File: src/rtl/fifo_rr_sched.sv
// Round-robin pop scheduler: drains N_SRC registered-read fifos into one
// valid/ready consumer and tags each forwarded word with its source index.
module fifo_rr_sched #(
  parameter int N_SRC = 4,
  parameter int WIDTH = 16,
  localparam int SW = (N_SRC > 1) ? $clog2(N_SRC) : 1
) (
  input  logic                   clk,
  input  logic                   rst_n,
  input  logic                   i_flush,
  input  logic [N_SRC-1:0]       i_empty,
  output logic [N_SRC-1:0]       o_pop,
  input  logic [N_SRC*WIDTH-1:0] i_front,
  input  logic [N_SRC-1:0]       i_front_vld,
  output logic [WIDTH-1:0]       o_data,
  output logic [SW-1:0]          o_src_id,
  output logic                   o_vld,
  input  logic                   i_rdy,
  output logic                   o_busy,
  output logic                   o_err
);

  typedef enum logic [1:0] {
    ST_IDLE = 2'd0,
    ST_WAIT = 2'd1,
    ST_HOLD = 2'd2
  } state_t;

  state_t           state_r;
  logic [SW-1:0]    rr_ptr_r;
  logic [SW-1:0]    gsel_r;
  logic [SW-1:0]    grant_s;
  logic [SW-1:0]    rr_next_s;
  logic [SW-1:0]    scan_idx_s;
  logic             grant_vld_s;
  logic             pop_en_s;
  logic [WIDTH-1:0] front_s [N_SRC];

  // Unpack the flat front-data bus into one word per source.
  always_comb begin
    for (int k = 0; k < N_SRC; k++) begin
      front_s[k] = i_front[k*WIDTH +: WIDTH];
    end
  end

  // Rotating-priority arbiter; scanning from the far end lets the closest
  // non-empty source to rr_ptr win the last assignment.
  always_comb begin
    grant_vld_s = 1'b0;
    grant_s     = '0;
    scan_idx_s  = '0;
    for (int i = N_SRC - 1; i >= 0; i--) begin
      scan_idx_s = SW'((int'(rr_ptr_r) + i) % N_SRC);
      if (!i_empty[scan_idx_s]) begin
        grant_vld_s = 1'b1;
        grant_s     = scan_idx_s;
      end else begin
        grant_vld_s = grant_vld_s;
      end
    end
    if (grant_s == SW'(N_SRC - 1)) begin
      rr_next_s = '0;
    end else begin
      rr_next_s = grant_s + SW'(1);
    end
  end

  // Pop issue: only from IDLE, or from HOLD on the accepting handshake.
  always_comb begin
    pop_en_s = 1'b0;
    if (i_flush) begin
      pop_en_s = 1'b0;
    end else begin
      case (state_r)
        ST_IDLE: pop_en_s = grant_vld_s;
        ST_HOLD: pop_en_s = grant_vld_s & i_rdy;
        default: pop_en_s = 1'b0;
      endcase
    end
    o_pop = '0;
    for (int k = 0; k < N_SRC; k++) begin
      o_pop[k] = pop_en_s && (grant_s == SW'(k));
    end
  end

  assign o_busy = (state_r != ST_IDLE);

  // Scheduler FSM with registered word, tag, valid and sticky error.
  always_ff @(posedge clk) begin
    if (!rst_n) begin
      state_r  <= ST_IDLE;
      rr_ptr_r <= '0;
      gsel_r   <= '0;
      o_data   <= '0;
      o_src_id <= '0;
      o_vld    <= 1'b0;
      o_err    <= 1'b0;
    end else if (i_flush) begin
      state_r  <= ST_IDLE;
      rr_ptr_r <= '0;
      o_vld    <= 1'b0;
    end else begin
      case (state_r)
        ST_IDLE: begin
          if (grant_vld_s) begin
            gsel_r   <= grant_s;
            rr_ptr_r <= rr_next_s;
            state_r  <= ST_WAIT;
          end
        end
        ST_WAIT: begin
          o_data   <= front_s[gsel_r];
          o_src_id <= gsel_r;
          o_vld    <= 1'b1;
          state_r  <= ST_HOLD;
          if (!i_front_vld[gsel_r]) begin
            o_err <= 1'b1;
          end
        end
        ST_HOLD: begin
          if (i_rdy) begin
            o_vld <= 1'b0;
            if (grant_vld_s) begin
              gsel_r   <= grant_s;
              rr_ptr_r <= rr_next_s;
              state_r  <= ST_WAIT;
            end else begin
              state_r <= ST_IDLE;
            end
          end
        end
        default: begin
          state_r <= ST_IDLE;
          o_vld   <= 1'b0;
        end
      endcase
    end
  end

endmodule

File: config.mk
export PLATFORM = sky130hd
export DESIGN_NAME = fifo_rr_sched
export DESIGN_NICKNAME = d
export VERILOG_FILES = /design/src/rtl/fifo_rr_sched.sv
export SDC_FILE = /design/constraint.sdc
export NUM_CORES = 1
export LEC_CHECK = 0
export ABC_AREA = 1
export BUFFER_PORTS_ARGS = -buffer_cell sky130_fd_sc_hd__buf_2
export CELL_PAD_IN_SITES_DETAIL_PLACEMENT = 1
export CELL_PAD_IN_SITES_GLOBAL_PLACEMENT = 2
export CORE_ASPECT_RATIO = 0.9
export CORE_MARGIN = 5
export CORE_UTILIZATION = 23
export DETAILED_ROUTE_END_ITERATION = 10
export PLACE_DENSITY_LB_ADDON = 0.1
export SYNTH_ARGS = -nofsm -noshare
export SYNTH_HDL_FRONTEND = slang
export SYNTH_SLANG_ARGS = --single-unit
export TNS_END_PERCENT = 10
File: constraint.sdc
create_clock -name clk -period 2.3 [get_ports clk]
set_input_delay 0.23 -clock clk [delete_from_list [all_inputs] [get_ports clk]]
set_output_delay 0.23 -clock clk [all_outputs]
set_load 0.005 [all_outputs]
Yosys cells after proc, flatten, opt, wreduce, memory -nomap -nowiden
Cells that the tools add are included.
{ "totals": {"reg_bits": 26, "latchBits": 0, "ramBits": 0, "rom_bits": 0, "in_bits": 76, "out_inout_bits": 25, "word_cells": 81, "n_memories": 0} }
{ "op_classes": {"add_sub_neg": 4, "mul": 0, "div": 0, "order_cmp": 6, "n_eq_ne": 7, "n_shift": 0, "muxes": 36, "n_bitwise": 6, "reduce_logical": 15} }
{ "ops": {"columns": ["op", "n"], "rows": [
  ["binary-select mux 16 bit (select 2 bit)", 1],
  ["2-to-1 mux 16 bit", 2],
  ["2-to-1 mux 2 bit", 11],
  ["less-than comparator 2 x 3 -> 1 bit, second input constant", 5],
  ["2-to-1 mux 1 bit", 12],
  ["binary-select mux 1 bit (select 2 bit)", 5],
  ["one-hot mux 2 bit (2 select lines)", 2],
  ["AND reduction 2 bit", 4],
  ["== test 2 bit, second input constant", 3],
  ["one-hot mux 2 bit (3 select lines)", 1],
  ["AND reduction 3 bit", 2],
  ["adder 2 x 1 -> 2 bit, second input constant", 2],
  ["adder 2 bit, second input constant", 2],
  ["== test 2 x 1 -> 1 bit, second input constant", 2],
  ["logical AND 1 bit", 4],
  ["logical NOT 2 bit", 2],
  ["inequality test 2 bit, second input constant", 2],
  ["inverter 1 bit", 4],
  ["nonzero test 2 bit", 2],
  ["greater-or-equal comparator 3 bit, second input constant", 1],
  ["inverter 2 -> 3 bit", 1],
  ["one-hot mux 1 bit (3 select lines)", 1],
  ["one-hot mux 1 bit (2 select lines)", 1],
  ["OR reduction 2 bit", 1],
  ["AND 1 bit", 1]
]} }

Depth between registers and ports, before layout
Gate-level depths: netlist of run 1.
{ "depth": {"depth_word": 12, "depth_mapped": 13, "depth_no_buf": 12} }

Worst setup path after synthesis of run 1
Ideal clock, no wire load.
{ "synth_timing": {"path_kind": "reg-to-output", "from": "reg rr_ptr_r[0]", "to": "out o_pop[0]", "arrival_time_ns": 1.312, "required_time_ns": 2.070, "slack_ns": 0.758, "stages_incl_launch_ff": 13, "path_buffers": 1, "path_cell_list": "dfxtp_1 buf_6 inv_6 nand2_1 nand2_2 nand2_2 nand3_1 o21bai_1 nand2_1 inv_1 ha_1 inv_1 nor2_1"} }
{ "synth_via": {"word_cells_on_any_way": 24, "classes_between": "add/sub (3); mux (18); bitwise (1); reduce/logical (2)"} }
{ "synth_lines": {"columns": ["element", "line_no", "rtl"], "rows": [
  ["start, declared", "30", "logic [SW-1:0] rr_ptr_r;"],
  ["start signal, assigned", "107", "rr_ptr_r <= rr_next_s;"],
  ["start signal, assigned", "125", "rr_ptr_r <= rr_next_s;"],
  ["adder 2 bit", "53", "scan_idx_s = SW'((int'(rr_ptr_r) + i) % N_SRC);"],
  ["binary-select mux 1 bit (select 2 bit)", "54", "if (!i_empty[scan_idx_s]) begin"],
  ["2-to-1 mux 1 bit (not written as such)", "54", null],
  ["2-to-1 mux 2 bit (3 in a row)", "54", null],
  ["2-to-1 mux 2 bit (*)", "54", null],
  ["net grant_s[1]", "32", "logic [SW-1:0] grant_s;"],
  ["logical NOT 2 bit (*)", "82", "o_pop[k] = pop_en_s && (grant_s == SW'(k));"],
  ["logical AND 1 bit (*)", "82", null],
  ["end, declared", "12", "output logic [N_SRC-1:0] o_pop,"]
]} }
The timed path passes the listed nets; every way through them passes the cells marked *. The select of a mux whose other input is x is not followed.

Worst setup path in the final report of run 1
Ends and elaborated chain as after synthesis.

==> impl_results.md, run 1 <==
- Syn Nets: 365
- Layout Nets: 457
- Crit Path Max Fanout: 9
- Sequential-to-total area share from yosys stat: 28.7%
- Status: completed
- Worst skew pair latency: 0.27 ns
- IO Port Bufs: 100
- DIE AREA: 0.00978 sq mm
- Synth async-reset ratio: 0%
- Synth Area in Simple Gates: 25.9%
- Period minus WS final: 2.08 ns
- Post-DP HPWL: 5.23 mm
- FF-to-FF path depth: 10
- Crit. Startpoint: rr_ptr_r[0]
- CP Capture Type: primary output
- Chip height: 94.3 microns
- Largest net degree at the start of global routing: 37
- Compound-Gate Fraction of Synth Area: 29.8%
- Hold path depth: 4
- Starting Density: 23.8%
- R2r endpoint: rr_ptr_r[1]
- H-tree levels: 1
- CP dominant cell by count: nand2_1
- Grt ovf: 0
- Top FF cell, synth: dfxtp_1
- Bufs and invs on worst path: 4
- Post-route clock period utilization: 90.4%
- First-pass GRT wire length: 10.4 mm
- Largest family of logic cells by synthesized area: compound AO/OA/AOI/OAI gates
- Antenna Nets Post-Route: 0
- # IOs: 101
- Library cells used by synthesis: 26
- Gr usage total: 13.0%
- Wire per inst: 14.1 microns
- Num rows: 30
- Hold_sp: i_rdy
- GPL Wtd Cong: 0.763
- CTS max path bufs: 2
- Worst EP required: 2.07 ns
- DRC marker count from the first detailed-route iteration: 28
- Post-synthesis instance total: 285
- Post-Synth Adder-Cell Area: 2.75%
- Final WL: 6.64 mm
- Yosys reg bits: 26
- Layout cell share with drive strength beyond 1: 35.1%
- Setup repair after global routing missed its margin: false
- Final hold vios: 0
- EDFF count, synth: 0
- Min Hold Slack: 0.286 ns
- Slowest CP cell: dfxtp_4
- Drt pass-1 iters: 4
- Mapped Area: 0.00182 sq mm
- Via Count: 2097
- Post-synthesis mux area share: 0%
- Post-synth top area share: 28.7%
- TritonCTS Sinks: 26
- CTS tree: done
- Clock Tree Root: clkbuf_8
- Vias in the first global route: 2147
- Yosys top cell by area: dfxtp_1
- Pins Over Slew Limit: 0
- Startpoint types: register
- # diodes: 0
- Crit Path Class: reg2out
- Ys Warns: 0
- Max Clock Skew: 0.00318 ns
- Crit path cell chain: inv_6, nand2_1, nand3_1, nand2_1, nand3_1, nand2_1, nand2_1, nand2_2, inv_1, ha_1, inv_1, nor2_1, buf_2
- Post-CTS Setup Repair Bufs: 0
- Post-synth top cells: 48 x nor2_1, 46 x o21ai_0, 37 x inv_1
- Post-Syn Area per Cell: 6.37 sq um
- Vias per cell: 4.44
- FMAX: 0.481 GHz
- Setup violations, final: 0
- Initial antenna violation count: 0
- Clk slew on worst S/H paths: 0.09 ns
- VDD IR max: 0.234 mV
- Design area: 0.00244 sq mm
- Num CTS Buffers: 3
- Top cells by area, synth: dfxtp_1 29%, o21ai_0 13%, nor2_1 9.9%
- Hold Path Class: in2reg
- Worst slew margin: 61.7%
- Most frequent cell after synthesis: nor2_1
- Worst-Margin Slew: 0.574 ns
- Post-Synth XOR/XNOR Area: 0%
- Delay-heaviest family, CP: simple AND/OR/NAND/NOR gates
- Max-Cap Viols: 0
- Reg-to-Reg Start: rr_ptr_r[0]
- Flop-to-flop setup slack: 0.64 ns
- Min-Delay Endpoint: state_r[1]
- Die W: 104 microns
- Power Density: 603 mW/mm^2
- CP max stage delay: 0.42 ns
- Leakage: 0.00135 uW
- Tot Pwr: 1470 uW
- Area Growth Syn to Fin: 34.4%
- Post-DP Area: 0.00238 sq mm
- Fin Setup TNS: 0 ns
- DRC: 0
- CORE AREA: 0.00762 sq mm
- CP arrival: 1.85 ns
timing repair:
item / 4_1_cts / 5_1_grt
resized for setup: 1 / 2
setup endpoints to repair: 2 / 3
hold buffers: 0 / 0
gates cloned: 0 / 0
cells by family (layout without fill, tap and decap cells):
family | count (synthesis) | after routing
AND/OR/NAND/NOR | 104 | 104
AO/OA/AOI/OAI | 95 | 95
buffers and inverters | 56 | 147
flip-flops | 26 | 26
adder cells (fa/ha/maj) | 4 | 4
power by group:
group | switching [uW] | internal [uW]
sequential | 29.0 | 489
clock | 150 | 153
combinational | 397 | 254
total | 576 | 896
through the flow:
| stage | utilization [%] | cells | setup WS [ns] |
|---|---|---|---|
| after detailed placement | 31.2 | 468 | 0.302 |
| after floorplan | - | 285 | 0.758 |
| after CTS | 32.0 | 472 | 0.119 |
| after global routing | 32.0 | 472 | 0.0323 |
| final | 32.0 | 472 | 0.220 |
| after global placement | 31.2 | 468 | 0.338 |
per-layer routing:
metal / GRT usage [%] / routed length, microns / vias up
met3: 5.43 / 573 / 2
met5: 0 / 0 / -
met2: 21.3 / 3000 / 58
met4: 2.59 / 35 / 0
met1: 16.2 / 3030 / 929
li1: - / - / 1108
cell type report:
class / count / area, sq um
Timing Repair Buffer: 103 / 523
Sequential cell: 26 / 526
Inverter: 40 / 155
Fill cell: 1055 / 5180
Multi-Input combinational cell: 203 / 1060
Clock buffer: 4 / 55.1
Tap cell: 96 / 120
worst register-to-register path: cells and delay by family, from the launching register on:
kind            cells  cell delay [ns]
compound gates      2             0.27
fa+ha+maj           1             0.31
simple gates        6             0.53
flops               1             0.42
buf+inv             1             0.06
flip-flops by register name, indices dropped and copies added, names as in the netlist:
| register | cells |
|---|---|
| o_data | 16 |
| gsel_r | 2 |
| o_src_id | 2 |
| rr_ptr_r | 2 |
| state_r | 2 |
| o_err | 1 |
| o_vld | 1 |
how the worst max path moves through the flow:
stage                           to  cells after the start
final                     o_pop[0]                     13
after global routing      o_pop[2]                     13
after CTS                 o_pop[0]                     12
after detailed placement  o_pop[0]                     13
after global placement    o_pop[2]                     13
after floorplan           o_pop[0]                     12
placed cells by master (no fill, tap or decap), types with 2 or more instances in the layout:
master,netlist,layout
o22ai_1,16,16
nand2_2,13,13
nor2_1,48,48
ha_1,4,4
inv_1,37,37
clkbuf_8,0,4
o21a_1,16,16
buf_4,0,3
nand2_1,28,28
o21ai_0,46,46
nand3_1,9,9
buf_2,8,100
dfxtp_1,26,24
a21oi_1,8,8
o21ai_1,7,7
nor2_2,2,2
inv_2,2,2
Note: power is estimated with default switching activity, not from simulation.
==> inputs of run 2 (changes only) <==
- CORE_UTILIZATION: 23 -> 21
- clock period: 2.3 -> 1.95 ns (I/O delays scaled with it)
==> run 2 against run 1 <==
  * The run now ends with negative setup slack left
  * First-iteration DRC count rose by 46%
  * Sequential power rose by 20%
  * Final area rose by 9.5%
  * Worst hold slack got worse by 0.058 ns
  * Non-clock buffer count rose by 12
  * Via count rose by 3.4%
  * Total power rose by 31%
  * Largest power group unchanged
  * Highest routed layer is now met5
==> impl_results.md, run 2 (synthesis gave the netlist of run 1 again) <==
- Status: finished, violations left
- Violated checks: negative setup slack
- # diodes: 0
- CP dominant cell by count: nand2_2
- Layout cell share with drive strength beyond 1: 41.5%
- Multi-input gate area: 0.00116 sq mm
- CP max stage delay: 0.44 ns
- CP Capture Type: primary output
- FMAX: 0.493 GHz
- Antenna Nets Post-Route: 0
- Final WL: 7.17 mm
- Crit Path Class: reg2out
- Vias in the first global route: 2450
- Drt pass-1 iters: 4
- Largest net degree at the start of global routing: 37
- Final hold vios: 0
- Max-Cap Viols: 0
- Hold path depth: 3
- Die W: 108 microns
- Commonest non-fill, non-tap cells in the layout: 100 x buf_2, 46 x nor2_1, 46 x o21ai_0
- GPL Wtd Cong: 0.762
- Post-route clock period utilization: 104%
- H-tree levels: 1
- Gr usage total: 13.6%
- DRC: 0
- DRC marker count from the first detailed-route iteration: 41
- First-pass GRT wire length: 11.8 mm
- Crit Path Max Fanout: 8
- Vias per cell: 4.28
- Slowest CP cell: dfxtp_4
- Chip height: 98.2 microns
- Via Count: 2169
- Period minus WS final: 2.03 ns
- FF-to-FF path depth: 11
- Layout Nets: 469
- CORE AREA: 0.00853 sq mm
- Num CTS Buffers: 3
- # IOs: 101
- Bufs and invs on worst path: 4
- CP arrival: 1.83 ns
- Grt ovf: 0
- Leakage: 0.00144 uW
- Power Density: 722 mW/mm^2
- Wire per inst: 14.1 microns
- Worst-Margin Slew: 0.569 ns
- Most common cell after layout, fill and taps aside: buf_2
- Area Growth Syn to Fin: 47.2%
- Starting Density: 21.3%
- IO Port Bufs: 100
- Num rows: 32
- Setup violations, final: 4
- Post-DP HPWL: 5.31 mm
- Hold Path Class: in2reg
- PnR worst setup slack: -0.0788 ns
- DIE AREA: 0.0106 sq mm
- Delay-heaviest family, CP: flip-flops
- Pins Over Slew Limit: 0
- Startpoint types: register
- Setup repair after global routing missed its margin: true
- Cts hold-fix bufs: 0
- Worst skew pair latency: 0.28 ns
- TritonCTS Sinks: 26
- Fin Setup TNS: -0.285 ns
- CTS max path bufs: 2
- FILL cells: 1116
- Crit. path cell count: 12
- Clock Tree Root: clkbuf_8
- VDD IR max: 0.258 mV
- Largest Register: o_data
- CTS tree: done
- Clk slew on worst S/H paths: 0.09 ns
- Crit path cell chain: inv_8, nand2_2, nand2_2, nand2_4, nand3_2, o21bai_1, nand2_2, buf_6, ha_1, inv_1, nor2_1, buf_2
- Max reg flops: 16
- Initial antenna violation count: 2
- Worst EP required: 1.75 ns
- Tot Pwr: 1930 uW
- Storage element area: 528 sq um
- Worst slew margin: 62.0%
- Max Clock Skew: 0.00772 ns
## run 2: cell types whose count changed in the layout (fill, tap and decap cells not counted), moves of 2 or more
cell,before,now
buf_4,3,14
nand2_2,13,11
nor2_2,2,4
nand2_4,1,10
nand3_1,9,4
nand3_2,0,4
nand2_1,28,21
nor2_1,48,46
inv_1,37,35
## run 2: stage by stage
step                std cells  hold WS, ns  utilization (%)  setup WS (ns)  cell area, sq um
floorplan                 285        0.327                -          0.438              1820
global placement          493        0.461             28.4         0.0284              2420
detailed placement        493        0.462             28.4        -0.0299              2420
CTS                       502        0.227             29.9        -0.0490              2550
global route              507        0.264             31.4         -0.231              2670
finish                    507        0.228             31.4        -0.0788              2670
## run 2: routing by layer
| metal | routed length (microns) | global-route usage (%) | vias to the layer above |
|---|---|---|---|
| li1 | - | - | 1129 |
| met1 | 3170 | 16.5 | 972 |
| met2 | 3390 | 23.1 | 58 |
| met5 | 32 | 0 | - |
| met3 | 556 | 5.35 | 6 |
| met4 | 25 | 1.94 | 4 |
## run 2: final cells by class
type / count / share of cell area [%]
clock buffer: 4 / 2.06
inverter: 40 / 5.99
multi-input combinational: 203 / 43.6
sequential: 26 / 19.7
tap: 119 / 5.57
timing repair buffer: 115 / 23.1
## run 2: final timing paths
path / endpoint / slack (ns) / from
max: o_pop[3] / -0.08 / rr_ptr_r[0]
min: o_err / 0.23 / rst_n
max reg2reg: rr_ptr_r[1] / 0.17 / rr_ptr_r[0]
min reg2reg: o_err / 0.48 / o_err
## run 2: tightest hold or removal path, stage by stage
cell and delay, ns:
buf_2 0.15, inv_1 0.08, a21oi_1 0.04
## run 2: what timing repair did
action	CTS	global route
endpoints found under the setup margin	4	4
pin swaps	4	8
gates resized for setup	12	22
setup buffers	5	5
## run 2: power breakdown
group | switching (uW) | internal, uW
clock network | 183 | 181
logic | 546 | 404
registers | 40.4 | 577
total | 769 | 1160
==> inputs of run 3 (changes only) <==
- clock period: 1.95 -> 2.2 ns (I/O delays scaled with it)
==> run 3 against run 2 <==
  * The flow now finishes without violations
  * Utilization decreased by 1.3 points
  * Total power is 17% lower
  * Sequential cell count unchanged
  * Setup slack improved by 0.21 ns
  * Via count is 2.1% lower
  * Register-to-register slack better by 0.36 ns
  * Final area shrank 4.2%
  * Clock power decreased by 13%
  * Clock skew decreased by 0.0056 ns
  * Worst hold slack improved by 0.026 ns
  * Sequential share of layout area is 0.86 points higher
==> impl_results.md, run 3 (synthesis gave the netlist of run 1 again) <==
- Status: completed
- Gr usage total: 13.2%
- # IOs: 101
- FILL cells: 1145
- Antenna Nets Post-Route: 0
- Vias per cell: 4.25
- Layout Nets: 461
- Most common cell after layout, fill and taps aside: buf_2
- Largest net degree at the start of global routing: 37
- Clk slew on worst S/H paths: 0.09 ns
- CTS tree: done
- Commonest non-fill, non-tap cells in the layout: 100 x buf_2, 48 x nor2_1, 46 x o21ai_0
- Crit path cell chain: buf_6, nand2_4, nand2_4, nand2_4, nand3_2, o21bai_1, nand2_2, buf_6, ha_1, inv_1, nor2_1, buf_2
- Pins Over Slew Limit: 0
- Max-Cap Viols: 0
- # diodes: 0
- DRC: 0
- Max Clock Skew: 0.00216 ns
- Initial antenna violation count: 1
- TritonCTS Sinks: 26
- Reg-to-Reg Start: rr_ptr_r[0]
- Crit Path Max Fanout: 7
- Power Density: 626 mW/mm^2
- Setup violations, final: 0
- Design area: 0.00256 sq mm
- Worst EP required: 1.98 ns
- Logic pwr share: 46.5%
- First-pass GRT wire length: 11.3 mm
- Layout cell share with drive strength beyond 1: 38.4%
- Clock Tree Root: clkbuf_8
- Post-route clock period utilization: 94.1%
- Flop-to-flop setup slack: 0.53 ns
- Post-DP Area: 0.00242 sq mm
- Post-DP HPWL: 5.35 mm
- H-tree levels: 1
- Largest Register: o_data
- Crit Path Class: reg2out
- CP max stage delay: 0.39 ns
- VDD IR max: 0.195 mV
- Num CTS Buffers: 3
- CP arrival: 1.85 ns
- Die W: 108 microns
- Drt pass-1 iters: 3
- Final WL: 6.83 mm
- Starting Density: 21.3%
- Crit. Startpoint: rr_ptr_r[0]
- IO Port Bufs: 100
- Vias in the first global route: 2287
- Startpoint types: register
- DIE AREA: 0.0106 sq mm
- Final hold vios: 0
- Worst skew pair latency: 0.27 ns
- Leakage: 0.00140 uW
- DRC marker count from the first detailed-route iteration: 30
- Inst Count DP: 492
- Clock network power share: 19.6%
- R2r endpoint: rr_ptr_r[1]
- CP endpoint: o_pop[2]
- Period minus WS final: 2.07 ns
- Area Growth Syn to Fin: 41.0%
- CP dominant cell by count: nand2_4
- Num rows: 32
- NetSw: 632 uW
- Final std cells w/o fill: 499
- FMAX: 0.483 GHz
- Sw Share: 39.4%
- CP Capture Type: primary output
- Chip height: 98.2 microns
- GPL Wtd Cong: 0.727
- Share of power burned in registers: 33.9%
- Hold Path Class: in2reg
- Cell internal pwr: 971 uW
- Max reg flops: 16
- Wire per inst: 13.7 microns
- Worst-Margin Slew: 0.570 ns
- Via Count: 2123
- Slowest CP cell: dfxtp_4
- CORE AREA: 0.00853 sq mm
- CTS max path bufs: 2
- FF-to-FF path depth: 10
- Grt ovf: 0
- Worst slew margin: 61.9%
## run 3: timing repair
action,in CTS,in global routing
pin swaps,0,5
hold buffers,0,0
setup buffers,0,3
gates resized for setup,2,19
endpoints found under the setup margin,4,4
gates cloned,0,0
## run 3: cell type report
cell class	count	area [sq um]	share of cell area [%]
well taps	119	149	5.81
inverters	40	155	6.05
flip-flops and latches	26	528	20.6
repair buffers	107	561	21.9
clock buffers	4	55.1	2.15
multi-input cells	203	1110	43.5
## run 3: routing by layer
layer | up-vias | part of all wire (%) | track usage (%)
li1 | 1114 | - | -
met1 | 947 | 44 | 16.7
met2 | 56 | 46 | 21.7
met3 | 4 | 8.5 | 5.29
met4 | 2 | 0.59 | 2.04
met5 | - | 0.29 | 0
## run 3: worst min path at each step
stage | start | end | cells past startpoint
floorplan | rst_n | o_err | 2
global placement | o_err | o_err | 2
detailed placement | o_err | o_err | 2
CTS | rst_n | o_err | 3
global route | rst_n | o_err | 3
finish | rst_n | o_err | 3
## run 3: through the flow
step / power, uW / utilization, % / hold slack [ns] / setup slack [ns] / TNS, ns
after floorplan: 1020 / - / 0.352 / 0.668 / 0
after global placement: 1240 / 28.3 / 0.456 / 0.245 / 0
after detailed placement: 1250 / 28.3 / 0.460 / 0.174 / 0
after CTS: 1570 / 29.0 / 0.256 / 0.0299 / 0
after global routing: 1760 / 30.0 / 0.269 / -0.00809 / -0.0126
final: 1600 / 30.0 / 0.253 / 0.129 / 0
## run 3: power by group through the flow
stage,registers (uW),clock network (uW),logic [uW]
after floorplan,541,0,479
after global placement,551,0,691
after detailed placement,552,0,696
after CTS,542,334,698
after global routing,552,355,858
final,543,315,745
## run 3: critical path, delay by kind of cell, from the launching register on
| family | cells | cell delay, ns |
|---|---|---|
| buffers and inverters | 4 | 0.43 |
| and+or+nand+nor | 6 | 0.42 |
| DFF | 1 | 0.39 |
| AOI/OAI and AO/OA | 1 | 0.17 |
| adders and majority gates | 1 | 0.17 |
